[config.mk]
export PLATFORM = sky130hd
export DESIGN_NAME = hit_pattern_gen
export DESIGN_NICKNAME = d
export VERILOG_FILES = /design/src/rtl/hit_pattern_gen.sv
export SDC_FILE = /design/constraint.sdc
export NUM_CORES = 1
export LEC_CHECK = 0
export CORE_MARGIN = 3
export CORE_UTILIZATION = 57
export CTS_CLUSTER_DIAMETER = 80
export DETAILED_ROUTE_END_ITERATION = 10
export GPL_TIMING_DRIVEN = 0
export PLACE_DENSITY = 0.91
export REMOVE_ABC_BUFFERS = 1
export SYNTH_ARGS = -nofsm -noshare
export SYNTH_HDL_FRONTEND = slang
export SYNTH_SLANG_ARGS = --single-unit
[constraint.sdc]
create_clock -name clk -period 5.2 [get_ports clk]
set_input_delay 1.04 -clock clk [delete_from_list [all_inputs] [get_ports clk]]
set_output_delay 1.04 -clock clk [all_outputs]
set_load 0.1 [all_outputs]
[src/rtl/hit_pattern_gen.sv]
// Programmable hit burst generator for TDC self-test: fixed, jittered-gap or round-robin pulses.
// Outputs registered; an accepted start shows on hit/busy one cycle later; abort clears next cycle.
module hit_pattern_gen #(
   parameter int N_CH    = 4,
   parameter int CNT_W   = 16,
   parameter int BURST_W = 16,
   parameter int LFSR_W  = 16,
   parameter int JIT_W   = 6
) (
   input  logic               clk,
   input  logic               rst_n,
   input  logic               start,
   input  logic               abort,
   input  logic [1:0]         mode,
   input  logic [CNT_W-1:0]   high_cycles,
   input  logic [CNT_W-1:0]   low_cycles,
   input  logic [BURST_W-1:0] burst_len,
   input  logic [N_CH-1:0]    ch_enable,
   input  logic [LFSR_W-1:0]  seed,
   output logic [N_CH-1:0]    hit,
   output logic               busy,
   output logic               done,
   output logic [BURST_W-1:0] pulse_count
);

   localparam logic [1:0] S_IDLE = 2'd0;
   localparam logic [1:0] S_HIGH = 2'd1;
   localparam logic [1:0] S_LOW  = 2'd2;
   localparam int RR_W = (N_CH > 1) ? $clog2(N_CH) : 1;
   localparam logic [RR_W-1:0]   RR_LAST   = RR_W'(N_CH - 1);
   localparam logic [LFSR_W-1:0] LFSR_INIT = LFSR_W'(16'hACE1);
   localparam logic [LFSR_W-1:0] LFSR_TAPS = LFSR_W'(16'hB400);
   localparam logic [CNT_W:0]    CNT_ONE   = {{CNT_W{1'b0}}, 1'b1};

   logic [1:0]         state_q, state_d;
   logic [CNT_W:0]     cnt_q, cnt_d;
   logic [BURST_W-1:0] pcnt_q, pcnt_d;
   logic [N_CH-1:0]    hit_q, hit_d;
   logic               busy_q, busy_d, done_q, done_d;
   logic [LFSR_W-1:0]  lfsr_q, lfsr_d, lfsr_adv;
   logic [RR_W-1:0]    rr_q, rr_d, rr_nxt, rr_first;
   logic [1:0]         mode_q, mode_d;
   logic [CNT_W-1:0]   high_q, high_d, low_q, low_d, low_base;
   logic [BURST_W-1:0] burst_q, burst_d;
   logic [N_CH-1:0]    en_q, en_d;
   logic [CNT_W:0]     jit, low_len;
   logic               start_ok;

   function automatic logic [LFSR_W-1:0] lfsr_step(input logic [LFSR_W-1:0] s);
      logic [LFSR_W-1:0] n;
      n = s >> 1;
      if (s[0]) n = n ^ LFSR_TAPS;
      return n;
   endfunction

   // Next enabled channel strictly after cur, wrapping; cur itself is found last.
   function automatic logic [RR_W-1:0] next_en(input logic [RR_W-1:0] cur, input logic [N_CH-1:0] mask);
      logic [RR_W-1:0] idx, res;
      logic            found;
      idx   = cur;
      res   = cur;
      found = 1'b0;
      for (int k = 0; k < N_CH; k++) begin
         idx = (idx == RR_LAST) ? '0 : idx + RR_W'(1);
         if (!found && mask[idx]) begin
            res   = idx;
            found = 1'b1;
         end
      end
      return res;
   endfunction

   function automatic logic [N_CH-1:0] pattern(input logic [1:0] m, input logic [N_CH-1:0] en,
                                               input logic [RR_W-1:0] idx);
      logic [N_CH-1:0] oh;
      oh      = '0;
      oh[idx] = 1'b1;
      return (m == 2'b10) ? oh : en;
   endfunction

   always_comb begin
      lfsr_adv = lfsr_step(lfsr_q);
      jit      = (mode_q == 2'b01) ? {{(CNT_W + 1 - JIT_W){1'b0}}, lfsr_adv[JIT_W-1:0]} : '0;
      low_base = (low_q == '0) ? {{(CNT_W - 1){1'b0}}, 1'b1} : low_q;
      low_len  = {1'b0, low_base} + jit;
      rr_nxt   = next_en(rr_q, en_q);
      rr_first = next_en(RR_LAST, ch_enable);
      start_ok = start && (burst_len != '0) && (high_cycles != '0) && (ch_enable != '0);

      state_d = state_q;
      cnt_d   = cnt_q;
      pcnt_d  = pcnt_q;
      hit_d   = hit_q;
      busy_d  = busy_q;
      done_d  = 1'b0;
      lfsr_d  = lfsr_q;
      rr_d    = rr_q;
      mode_d  = mode_q;
      high_d  = high_q;
      low_d   = low_q;
      burst_d = burst_q;
      en_d    = en_q;

      if (abort) begin
         state_d = S_IDLE;
         hit_d   = '0;
         busy_d  = 1'b0;
      end else begin
         case (state_q)
            S_IDLE: begin
               if (start_ok) begin
                  mode_d  = mode;
                  high_d  = high_cycles;
                  low_d   = low_cycles;
                  burst_d = burst_len;
                  en_d    = ch_enable;
                  lfsr_d  = (seed == '0) ? LFSR_INIT : seed;
                  rr_d    = rr_first;
                  pcnt_d  = '0;
                  hit_d   = pattern(mode, ch_enable, rr_first);
                  busy_d  = 1'b1;
                  cnt_d   = {1'b0, high_cycles} - CNT_ONE;
                  state_d = S_HIGH;
               end
            end
            S_HIGH: begin
               if (cnt_q == '0) begin
                  state_d = S_LOW;
                  hit_d   = '0;
                  pcnt_d  = pcnt_q + BURST_W'(1);
                  // Gap jitter comes from the state the LFSR steps into on LOW entry.
                  lfsr_d  = lfsr_adv;
                  cnt_d   = low_len - CNT_ONE;
               end else begin
                  cnt_d = cnt_q - CNT_ONE;
               end
            end
            S_LOW: begin
               if (cnt_q != '0) begin
                  cnt_d = cnt_q - CNT_ONE;
               end else if (pcnt_q == burst_q) begin
                  state_d = S_IDLE;
                  busy_d  = 1'b0;
                  done_d  = 1'b1;
               end else begin
                  state_d = S_HIGH;
                  rr_d    = rr_nxt;
                  hit_d   = pattern(mode_q, en_q, rr_nxt);
                  cnt_d   = {1'b0, high_q} - CNT_ONE;
               end
            end
            default: begin
               state_d = S_IDLE;
               hit_d   = '0;
               busy_d  = 1'b0;
            end
         endcase
      end
   end

   always_ff @(posedge clk or negedge rst_n) begin
      if (!rst_n) begin
         state_q <= S_IDLE;
         cnt_q   <= '0;
         pcnt_q  <= '0;
         hit_q   <= '0;
         busy_q  <= 1'b0;
         done_q  <= 1'b0;
         lfsr_q  <= LFSR_INIT;
         rr_q    <= '0;
         mode_q  <= '0;
         high_q  <= '0;
         low_q   <= '0;
         burst_q <= '0;
         en_q    <= '0;
      end else begin
         state_q <= state_d;
         cnt_q   <= cnt_d;
         pcnt_q  <= pcnt_d;
         hit_q   <= hit_d;
         busy_q  <= busy_d;
         done_q  <= done_d;
         lfsr_q  <= lfsr_d;
         rr_q    <= rr_d;
         mode_q  <= mode_d;
         high_q  <= high_d;
         low_q   <= low_d;
         burst_q <= burst_d;
         en_q    <= en_d;
      end
   end

   assign hit         = hit_q;
   assign busy        = busy_q;
   assign done        = done_q;
   assign pulse_count = pcnt_q;

endmodule
# --- Word level (Yosys, flattened, before mapping) ---
# Cells that the tools add are included.
totals:
  ff_bits: 113
  input_bits: 74
  output_inout_bits: 22
  elab_cells: 161
classes:
  n_addsub: 10
  order_cmp: 8
  eq_ne: 21
  muxes: 72
  n_bitwise: 2
  n_reduce_logical: 35
op_table:
  columns: ["op", "n"]
  rows:
  - ["$mux W16", 7]
  - ["$mux W17", 4]
  - ["$pmux W16 S2", 2]
  - ["$pmux W17 S3", 1]
  - ["$mux W2", 19]
  - ["$sub A16 B1 Y17 const B", 2]
  - ["$sub A17 B1 Y17 const B", 2]
  - ["$logic_not A16 Y1", 2]
  - ["$reduce_bool A16 Y1", 2]
  - ["$mux W4", 7]
  - ["$mux W1", 21]
  - ["$lt A2 B3 Y1 const B", 6]
  - ["$ne A3 B3 Y1 const B", 6]
  - ["$add A16 B6 Y17", 1]
  - ["$logic_not A17 Y1", 1]
  - ["$reduce_bool A17 Y1", 1]
  - ["$add A16 B1 Y16 const B", 1]
  - ["$eq A16 B16 Y1", 1]
  - ["$reduce_and A4 Y1", 4]
  - ["$eq A2 B2 Y1 const B", 7]
  - ["$pmux W4 S3", 1]
  - ["$logic_and A1 B1 Y1", 11]
  - ["$ne A2 B2 Y1 const B", 5]
  - ["$add A2 B1 Y2 const B", 4]
  - ["other kinds (17)", 30]

# --- Logic depth before layout (Yosys ltp) ---
depth:
  depth_word: 23
  mapped_depth: 17
  ltp_nobuf: 16

# --- Worst setup path after synthesis ---
# No wires, ideal clock.
synth_path:
  kind: "register to register"
  start: "register low_q[8]"
  end: "register cnt_q[15]"
  setup_ns: 0.126
  arrival_ns: 3.600
  t_required_ns: 5.074
  setup_slack_ns: 1.474
  stages_incl_launch_ff: 17
  n_path_buf: 0
  period_less_slack_ns: 3.726
  cell_sequence: "dfrtp_1 -> inv_1 -> ha_1 -> nor4b_1 -> a31oi_1 -> ha_1 -> inv_1 -> ha_1 -> inv_1 -> fa_1 -> nor2b_1 -> o31a_1 -> o31a_1 -> o2111ai_1 -> nand3_1 -> or4b_1 -> a221o_1"
synth_between:
  elab_chain_cells: 6
synth_rtl:
  columns: ["element", "line", "rtl"]
  rows:
  - ["start: declaration", "43", "logic [CNT_W-1:0] high_q, high_d, low_q, low_d, low_base;"]
  - ["start signal: assignment", "187", "low_q <= low_d;"]
  - ["$logic_not A16 Y1", "84", "low_base = (low_q == '0) ? {{(CNT_W - 1){1'b0}}, 1'b1} : low_q;"]
  - ["$mux W16 *", "84", null]
  - ["$add A16 B6 Y17 *", "85", "low_len = {1'b0, low_base} + jit;"]
  - ["$sub A17 B1 Y17 *", "133", "cnt_d = low_len - CNT_ONE;"]
  - ["$mux W17 *", "127", "if (cnt_q == '0) begin"]
  - ["$pmux W17 S3 *", "109", "case (state_q)"]
  - ["end signal: assignment", "178", "cnt_q <= cnt_d;"]
  - ["end: declaration", "36", "logic [CNT_W:0] cnt_q, cnt_d;"]
# Mark *: on every way between the ends. The rest lies on a longest branch, timed or not.
# A chain may end at the register's enable or synchronous reset.

# --- Final worst setup path ---
layout_path:
  start: "input high_cycles[0]"
  end: "register cnt_q[15]"
layout_between:
  elab_chain_cells: 5
  elab_cells_between_ends: 8
  classes_between: "add/sub (1); eq/ne (1); mux (2); reduce/logical (4)"
layout_rtl:
  columns: ["element", "line", "rtl"]
  rows:
  - ["start: declaration", "15", "input logic [CNT_W-1:0] high_cycles,"]
  - ["parallel branches: the longest is 5 deep, another holds $sub A16 B1 Y17", null, null]
# Several ways; the timed one is not identified. The select of a mux whose other input is x is not followed.

==> results.txt <==
Status: complete, no violations
Number of remaining DRC errors: 0
Total I/O pin count: 96
Number of synthesized flops with an enable pin: 0
VDD IR max: 374.8 uV
Final HPWL DP: 14950 um
Drt first pass iters: 6
Max-capacitance violation count: 0
Ys async rst share: 100.0%
Cell area after placement: 0.009060 mm2
Setup violators final: 0
Number of cell rows: 42
Setup repair bufs after CTS: 0
Post-route insts no fill: 1182
Via-to-Cell Ratio: 6.391
Synth Cell Area: 0.007958 mm2
Fin nets: 1104
Yosys top cell area share: 33.02%
GRT Total Usage: 28.82%
Main synth FF type: dfrtp_1
Maximum fanout along the worst path: 21
Critical path's slowest cell: a21oi_1
PD cells: 623.1 mW/mm2
Crit. path cell count: 10
Count of cell types in the netlist: 80
CTS-repair resized insts: 0
Setup crit end kind: flip-flop
Area grow syn2layout: 21.60%
Die width: 124.2 um
Placed cell count: 1150
Seq/Total Area, Yosys: 35.66%
Routability cong.: 0.9492
Reg2reg path depth: 16
Worst-margin pin slew: 1.290 ns
Fmax: 206.5 MHz
Synth area leaders: dfrtp_1, ha_1, o21ai_0
Layout cell share with drive strength beyond 1: 10.64%
Yosys warning count: 0
CP top delay family: compound AO/OA/AOI/OAI gates
Design area: 0.009677 mm2
CP arrival: 5.19 ns
Pwr Total: 6030 uW
DRC marker count from the first detailed-route iteration: 791
Number of port buffers: 95
Post-synthesis cell count: 917
Sink Count: 113
Final min period: 4.843 ns
Hold buffer count at cts: 0
#FFs+latches synth: 113
Hold Path Stages: 2
TritonCTS Buffers: 17
Required time worst endpoint: 5.55 ns
CTS max path bufs: 2
First-pass GRT wire length: 35080 um
Setup Crit Path Kind: in2reg
Worst path cell trace: clkdlybuf4s50_1 > inv_1 > ha_1 > nor3b_1 > and4b_1 > a211o_1 > a21oi_1 > nand2_1 > a2111oi_0 > a221o_1
HP Class: reg2reg
Largest net degree at the start of global routing: 79
Nature of the critical path startpoint: input pin
Post-synth top area cell: dfrtp_1
Filler cell count: 1010
CTS root buffer: clkbuf_16
Tcrit/Tclk final: 93.13%
Top cells by count, synth: dfrtp_1, nand2_1, o21ai_0, inv_1, nor2_1
Wire per inst: 18.15 um
Die H: 124.2 um
ANT cells: 0
Syn avg cell area: 8.678 um2
Worst-path clk slew: 0.06 ns
Final WL: 21450 um
GR Overflow Total: 0
DR vias: 7554
CTS tree: done
Hold Violations, Final: 0
Slew HR: 13.23%
RSZ-0062 raised after global routing: no
Final Max Tran Viols: 0
Worst path bufs/invs: 2
Lkg Pwr: 0.003846 uW
Clk_lat worst skew: 0.42 ns
H-tree Lvls: 4
Die area: 0.01541 mm2
Initial Utilization: 59.15%
Core box area: 0.01345 mm2
Initial antenna violation count: 0
Number of global-route vias before repair: 7263
Crit path largest cell delay: 0.79 ns
Max Clock Skew: 0.008163 ns
Most frequent cell after synthesis: dfrtp_1
Antenna viol nets, final: 0
per-layer routing:
metal | share of wire (%) | vias up | track usage [%]
li1 | - | 3486 | -
met1 | 41 | 3606 | 38.05
met2 | 46 | 384 | 44.59
met3 | 8.9 | 78 | 7.811
met4 | 3.7 | 0 | 12.59
met5 | 0 | - | 0
power breakdown:
part           internal [uW]  switching [uW]  leakage [uW]  total (uW)
clock network            779             431      0.000293        1210
registers               1270             409       0.00140        1680
logic                   1300            1830       0.00216        3140
worst reg2reg max path: stages (launching register included):
cell	delay, ns
dfrtp_1	0.41
inv_1	0.09
ha_1	0.17
nor4b_1	0.90
a31oi_1	0.32
ha_1	0.31
inv_1	0.06
ha_1	0.20
inv_1	0.07
fa_1	0.42
nor2b_1	0.16
o31a_1	0.20
o31a_1	0.24
o2111ai_1	0.18
nand3_1	0.10
or4b_1	0.44
a221o_1	0.33
placed cells by master, fill, tap and decap left out, drive strengths merged, types with 6 or more instances in the layout:
cell type	instances
nor4	20
inv	58
a21oi	44
nand2	102
nand3	17
mux2i	19
a22o	7
nand4	13
nor3	26
nand2b	10
and3	6
o21ai	86
o22ai	15
xor2	19
dfrtp	105
clkbuf	20
or4	6
nor2	53
and2	7
or3	7
xnor2	39
clkdlybuf4s50	94
o31ai	11
ha	36
a21boi	7
nor2b	12
buf	11
a31oi	12
mux2	36
a211oi	6
dfstp	8
metrics by stage:
| step | util (%) | hold slack [ns] | TNS, ns | worst slack, ns |
|---|---|---|---|---|
| global route | 71.93 | 0.5089 | 0 | 0.2233 |
| CTS | 71.91 | 0.4863 | 0 | 0.5301 |
| finish | 71.93 | 0.4824 | 0 | 0.3575 |
| floorplan | - | 0.4496 | -76.77 | -1.494 |
| global placement | 66.38 | 0.4658 | -380.78 | -4.217 |
| detailed placement | 67.35 | 0.4783 | 0 | 0.1136 |
cell type report:
cell class / instances / area, um2 / share of cell area (%)
sequential: 113 / 2838 / 29.33
inverter: 57 / 214.0 / 2.211
tap: 176 / 220.2 / 2.276
timing repair buffer: 105 / 1070 / 11.06
multi-input combinational: 699 / 4721 / 48.78
clock inverter: 12 / 157.7 / 1.629
clock buffer: 20 / 456.7 / 4.719
final timing paths:
check | from | end | slack (ns)
max | high_cycles[0] | cnt_q[15] | 0.36
min | lfsr_q[10] | lfsr_q[10] | 0.48
max reg2reg | low_q[8] | cnt_q[15] | 0.50
min reg2reg | lfsr_q[10] | lfsr_q[10] | 0.48
max in group asynchronous | rst_n | lfsr_q[15] | 3.95
min in group asynchronous | rst_n | low_q[12] | 0.52
sequential cells by signal (all words and copies together) (netlist names):
signal       count
burst_q         16
busy             1
cnt_q           17
done             1
en_q             4
high_q          16
hit              4
lfsr_q          16
low_q           16
mode_q           2
pulse_count     16
rr_q             2
state_q          2
kinds of logic after synthesis:
logic type,synth area share [%]
and+or+nand+nor,19.40
AOI/OAI and AO/OA,19.97
DFF,35.66
buffers and inverters,5.189
xor gates and xnor gates,6.384
muxes,7.484
adders and majority gates,5.912
(Power assumes the default switching activity.)
